**config.mk**
```make
export PLATFORM = sky130hd
export DESIGN_NAME = spdif_tx
export DESIGN_NICKNAME = d
export VERILOG_FILES = /design/src/rtl/spdif_tx.sv
export SDC_FILE = /design/constraint.sdc
export NUM_CORES = 1
export LEC_CHECK = 0
export CAP_MARGIN = 20
export CORE_MARGIN = 5
export CORE_UTILIZATION = 40
export CTS_CLUSTER_DIAMETER = 50
export DETAILED_ROUTE_END_ITERATION = 16
export PLACE_DENSITY = 0.65
export SYNTH_ARGS = -nofsm -noshare
export SYNTH_HDL_FRONTEND = slang
export SYNTH_SLANG_ARGS = --single-unit
```
**constraint.sdc**
```tcl
create_clock -name clk -period 1.9 [get_ports clk]
set_clock_uncertainty 0.1 [all_clocks]
set_input_delay 0.38 -clock clk [delete_from_list [all_inputs] [get_ports clk]]
set_output_delay 0.38 -clock clk [all_outputs]
set_load 0.005 [all_outputs]
```
**src/rtl/spdif_tx.sv**
```systemverilog
// S/PDIF (IEC 60958 consumer) transmitter: stereo 24-bit PCM pairs in over valid/ready,
// biphase-mark serial stream out with B/M/W preambles, V/U/C/P bits and 192-frame blocks.
module spdif_tx #(
    parameter int CELL_DIV = 4
) (
    input  logic        clk,
    input  logic        resetb,
    input  logic        ena,
    input  logic [23:0] left,
    input  logic [23:0] right,
    input  logic        sample_valid,
    output logic        sample_ready,
    input  logic [31:0] cs_lo,
    output logic        spdif_out,
    output logic        block_start,
    output logic        underrun
);

    localparam int            DW       = $clog2(CELL_DIV);
    localparam logic [DW-1:0] DIV_LAST = DW'(CELL_DIV - 1);

    // Preamble patterns as sent after a level of 0; inverted after a level of 1.
    localparam logic [7:0] PRE_B = 8'b11101000;
    localparam logic [7:0] PRE_M = 8'b11100010;
    localparam logic [7:0] PRE_W = 8'b11100100;

    // Handshake: a pair transfers on every rising edge where sample_valid && sample_ready.
    // sample_ready is high while the one-entry buffer is empty and the block is enabled;
    // the source holds left/right stable while sample_valid waits for sample_ready.

    logic [DW-1:0] div_cnt;
    logic [6:0]    cell_cnt;
    logic [7:0]    frame_cnt;

    logic          tick;
    logic          frame_start;
    logic          accept;
    logic [5:0]    sub_cell;
    logic [4:0]    slot;
    logic          in_pre;
    logic          second_half;

    logic [7:0]    pre_pat;
    logic          pre_pol;
    logic          pre_bit;
    logic          c_bit;
    logic          slot_bit;
    logic          next_cell;

    logic          buf_full;
    logic [23:0]   buf_l;
    logic [23:0]   buf_r;
    logic [23:0]   sh_data;
    logic [23:0]   sh_right;
    logic          frame_v;
    logic          parity;
    logic          pre_inv;

    assign sample_ready = resetb & ena & ~buf_full;
    assign accept       = sample_valid & sample_ready;
    assign tick         = ena & (div_cnt == DIV_LAST);
    assign frame_start  = tick & (cell_cnt == 7'd0);
    assign sub_cell     = cell_cnt[5:0];
    assign slot         = sub_cell[5:1];
    assign second_half  = sub_cell[0];
    assign in_pre       = (sub_cell[5:3] == 3'd0);

    always_comb begin
        pre_pat = PRE_M;
        if (cell_cnt[6]) begin
            pre_pat = PRE_W;
        end else if (frame_cnt == 8'd0) begin
            pre_pat = PRE_B;
        end

        // Polarity is the level just before the preamble, held for all 8 cells.
        pre_pol = (sub_cell == 6'd0) ? spdif_out : pre_inv;
        pre_bit = pre_pat[~sub_cell[2:0]] ^ pre_pol;

        c_bit = (frame_cnt[7:5] == 3'd0) ? cs_lo[frame_cnt[4:0]] : 1'b0;

        slot_bit = 1'b0;
        case (slot)
            5'd28:   slot_bit = frame_v;
            5'd29:   slot_bit = 1'b0;
            5'd30:   slot_bit = c_bit;
            5'd31:   slot_bit = parity;
            default: slot_bit = sh_data[0];
        endcase

        if (in_pre) begin
            next_cell = pre_bit;
        end else if (second_half) begin
            next_cell = spdif_out ^ slot_bit;
        end else begin
            next_cell = ~spdif_out;
        end
    end

    // Cell divider and stream position counters.
    always_ff @(posedge clk or negedge resetb) begin
        if (!resetb) begin
            div_cnt   <= '0;
            cell_cnt  <= 7'd0;
            frame_cnt <= 8'd0;
        end else if (!ena) begin
            div_cnt   <= '0;
            cell_cnt  <= 7'd0;
            frame_cnt <= 8'd0;
        end else begin
            div_cnt <= tick ? '0 : div_cnt + 1'b1;
            if (tick) begin
                cell_cnt <= cell_cnt + 7'd1;
                if (cell_cnt == 7'd127) begin
                    frame_cnt <= (frame_cnt == 8'd191) ? 8'd0 : frame_cnt + 8'd1;
                end
            end
        end
    end

    // Serial output, payload shifter, parity accumulator and frame-start pulses.
    always_ff @(posedge clk or negedge resetb) begin
        if (!resetb) begin
            spdif_out   <= 1'b0;
            block_start <= 1'b0;
            underrun    <= 1'b0;
            sh_data     <= 24'd0;
            sh_right    <= 24'd0;
            frame_v     <= 1'b0;
            parity      <= 1'b0;
            pre_inv     <= 1'b0;
        end else if (!ena) begin
            spdif_out   <= 1'b0;
            block_start <= 1'b0;
            underrun    <= 1'b0;
            sh_data     <= 24'd0;
            sh_right    <= 24'd0;
            frame_v     <= 1'b0;
            parity      <= 1'b0;
            pre_inv     <= 1'b0;
        end else begin
            block_start <= frame_start & (frame_cnt == 8'd0);
            underrun    <= frame_start & ~buf_full;
            if (tick) begin
                spdif_out <= next_cell;

                if (sub_cell == 6'd0) begin
                    pre_inv <= spdif_out;
                    parity  <= 1'b0;
                end else if (!in_pre && !second_half && slot != 5'd31) begin
                    parity <= parity ^ slot_bit;
                end

                if (cell_cnt == 7'd0) begin
                    sh_data  <= buf_full ? buf_l : 24'd0;
                    sh_right <= buf_full ? buf_r : 24'd0;
                    frame_v  <= ~buf_full;
                end else if (cell_cnt == 7'd64) begin
                    sh_data <= sh_right;
                end else if (!in_pre && second_half && slot <= 5'd27) begin
                    sh_data <= {1'b0, sh_data[23:1]};
                end
            end
        end
    end

    // One-entry holding buffer; a frame-start transfer and an accept never coincide.
    always_ff @(posedge clk or negedge resetb) begin
        if (!resetb) begin
            buf_full <= 1'b0;
            buf_l    <= 24'd0;
            buf_r    <= 24'd0;
        end else if (!ena) begin
            buf_full <= 1'b0;
            buf_l    <= 24'd0;
            buf_r    <= 24'd0;
        end else if (frame_start && buf_full) begin
            buf_full <= 1'b0;
        end else if (accept) begin
            buf_full <= 1'b1;
            buf_l    <= left;
            buf_r    <= right;
        end
    end

endmodule
```
==> flow_metrics.env, run 1 <==
export IMPL_status="complete, but fails checks"
export IMPL_violations="negative setup slack"
export IMPL_layout_common_cells="nand2_1 (135), dfrtp_1 (115), clkdlybuf4s50_1 (84)"
export IMPL_grtUsageTotal=0.1854
export IMPL_routed_wl_microns=15740
export IMPL_initial_core_util=0.4084
export IMPL_layout_setup_ws_ns=-0.1146
export IMPL_dieWidth_microns=129.3
export IMPL_combPwrFrac=0.100
export IMPL_synthXorXnorAreaFrac=0.01693
export IMPL_hold_path_class="input pin to register"
export IMPL_synth_avg_cell_area_sq_um=9.468
export IMPL_worst_pin_slew_ns=0.5561
export IMPL_clock_path_buffers=2
export IMPL_syn_to_final_growth_pct=41.18
export IMPL_dr_pass1_iters=5
export IMPL_fmax_mhz=496.4
export IMPL_place_inst=868
export IMPL_worstPathArrival_ns=2.26
export IMPL_stdcell_count=921
export IMPL_die_area_sq_um=16710
export IMPL_drt_iter0_drc=489
export IMPL_met2WireLength_microns=7703
export IMPL_vias=4932
export IMPL_core_area_sq_um=13930
export IMPL_h_tree_depth=4
export IMPL_hp_start="resetb"
export IMPL_holdWs_ns=0.2157
export IMPL_r2r_start="cell_cnt[4]"
export IMPL_final_common_cell="nand2_1"
export IMPL_grt_setup_unrepaired="yes"
export IMPL_seq_power_share=0.407
export IMPL_setup_viol=28
export IMPL_crit_type="register to register"
export IMPL_numPortBuffers=87
export IMPL_synthesis_nets=690
export IMPL_ir_drop_mv=0.6376
export IMPL_synth_cell_type_count=48
export IMPL_drc=0
export IMPL_placed_area_sq_um=7023
export IMPL_yosys_warnings=0
export IMPL_fin_util=0.5765
export IMPL_p_sw_w=0.001512
export IMPL_synth_compound_area_frac=0.1884
export IMPL_yosys_area_share_simple=0.1737
export IMPL_clk_pin_slew_ns=0.06
export IMPL_antenna_found_initial=0
export IMPL_routabilityCongestion=0.8538
export IMPL_dp_hpwl_microns=9738
export IMPL_end_kind="register"
export IMPL_die_h_microns=129.3
export IMPL_synth_area_mux_share=0.04420
export IMPL_grt_max_degree=105
export IMPL_worstPathRequired_ns=2.15
export IMPL_slew_viol_final=0
export IMPL_async_reset_ff_frac=1.000
export IMPL_grt_overflow_total=0
export IMPL_ys_seq_area_frac=0.5277
export IMPL_finalHoldViolCount=0
export IMPL_nets=817
export IMPL_synth_edf_count=0
export IMPL_synthFlopType="dfrtp_1"
export IMPL_switching_share=0.2267
export IMPL_worst_slew_margin_rel=0.6292
export IMPL_pre_cts_ws_ns=-0.4292
export IMPL_grt_pass1_wl_microns=24560
export IMPL_route_met3_wl_microns=726
export IMPL_syn_inst=601
export IMPL_period_needed_ns=2.015
export IMPL_grt_pass1_vias=4942
export IMPL_synthAdderAreaFrac=0.01099
export IMPL_clock_sinks=120
export IMPL_maxCapViolCount=0
export IMPL_syn_cell_area_sq_um=5690
export IMPL_numCtsBuffers=17
export IMPL_power_frac_clock=0.492
export IMPL_cts_tree="built"
export IMPL_reg2reg_slack_ns=-0.11
export IMPL_powerDensity_nw_per_um2=830.3
export IMPL_ys_ff_latch=120
export IMPL_crit_path_start_kind="register"
export IMPL_power_static_leakage_nw=3.498
export IMPL_period_share=1.060
export IMPL_rows=43
export IMPL_wl_met1_microns=6972
export IMPL_antenna_cells=0
export IMPL_ios=88
export IMPL_insertion_delay_ns=0.41
export IMPL_crit_fanout=6
export IMPL_ant_nets=0
export IMPL_intPower_w=0.005158
export IMPL_cts_root_buf="clkbuf_16"
export IMPL_wl_per_cell_microns=17.09
export IMPL_crit_start="cell_cnt[4]"
export IMPL_routed_via_density=5.355
export IMPL_top_layer="met4"
export IMPL_finalInstanceArea_sq_um=8034
export IMPL_drive_gt1_frac=0.1741
export IMPL_synth_top_family_by_area="compound AO/OA/AOI/OAI gates"
[metal layers]
metal / GRT usage / vias up
li1: - / 2357
met1: 0.2493 / 2408
met2: 0.2939 / 139
met3: 0.03875 / 28
met4: 0.07474 / 0
met5: 0 / -
[through the flow]
stage | setup TNS [ns] | power, W
finish | -2.096 | 0.006670
global route | -5.196 | 0.006907
CTS | -0.5721 | 0.006656
detailed placement | -4.233 | 0.003349
global placement | -3.037 | 0.003331
floorplan | -0.5592 | 0.002998
[worst max-delay path, cell delays in order, from the launching register on]
cell       delay, ns
dfrtp_2         0.43
nor3_4          0.22
nand3b_1        0.14
buf_6           0.16
buf_6           0.11
nor4b_4         0.30
buf_6           0.19
clkbuf_16       0.16
a22o_1          0.13
[path summary, 6_finish.rpt]
path	to	cells past startpoint
worst min register to register	div_cnt[0]	1
worst min-delay path	buf_full	3
worst max register to register	sh_right[8]	8
worst max-delay path	sh_right[8]	8
max in group asynchronous	frame_cnt[0]	3
min in group asynchronous	cell_cnt[2]	3
[flip-flops by register name, indices dropped and copies added, names as in the netlist]
register	cells
block_start	1
buf_full	1
buf_l	24
buf_r	24
cell_cnt	7
div_cnt	2
frame_cnt	8
frame_v	1
parity	1
pre_inv	1
sh_data	24
sh_right	24
spdif_out	1
underrun	1
[synthesized netlist by cell type, types with 3 or more instances]
cell	n	area, sq um
a21boi_0	5	37.54
a21oi_1	24	120.1
a22o_1	24	210.2
a22oi_1	23	172.7
a31oi_1	3	18.77
and2_1	9	56.30
and3_1	4	25.02
buf_1	5	18.77
buf_2	8	40.04
clkbuf_1	31	116.4
dfrtp_1	120	3003
ha_1	5	62.56
inv_1	8	30.03
mux2i_1	12	120.1
mux4_2	3	67.56
nand2_1	136	510.5
nand3_1	10	50.05
nand4_1	6	37.54
nor2_1	35	131.4
nor2b_1	7	43.79
o21ai_0	75	375.4
o31ai_1	3	22.52
or3_1	4	25.02
xnor2_1	6	52.55
xor2_1	5	43.79
[layout make-up]
cell class              count  area (sq um)
well taps                 180         225.2
fillers                  1173          5901
flip-flops and latches    120          3009
clock buffers              25         485.5
clock inverters             7         116.4
multi-input cells         429          2614
repair buffers            152          1554
inverters                   8         30.03
[repair_timing]
item	CTS	global route
gates resized for setup	23	44
pin swaps	17	18
cloned	1	6
endpoints found under the setup margin	37	59
endpoints found under the hold margin	105	0
setup buffers	5	8
hold buffers	1	0
[power by group through the flow]
| stage | clock (W) | combinational [W] | sequential, W |
|---|---|---|---|
| 2_1_floorplan | 0 | 0.000252 | 0.00275 |
| 3_3_place_gp | 0 | 0.000572 | 0.00276 |
| 3_5_place_dp | 0 | 0.000588 | 0.00276 |
| 4_1_cts | 0.00332 | 0.000619 | 0.00272 |
| 5_1_grt | 0.00344 | 0.000736 | 0.00273 |
| 6_report | 0.00328 | 0.000667 | 0.00272 |
[logic make-up (layout without fill, tap and decap cells)]
| kind of cell | Yosys count | count (layout) |
|---|---|---|
| AOI/OAI and AO/OA | 170 | 171 |
| buffers and inverters | 53 | 192 |
| xor gates and xnor gates | 11 | 11 |
| muxes | 18 | 18 |
| adders and majority gates | 5 | 5 |
| DFF | 120 | 120 |
| and+or+nand+nor | 224 | 224 |
Note: power is estimated with default switching activity, not from simulation.
==> run 2, diff against run 1 <==
- SLEW_MARGIN: default -> 20
==> results of run 2 <==
The final DEF is identical to that of run 1; final timing and power are the same.
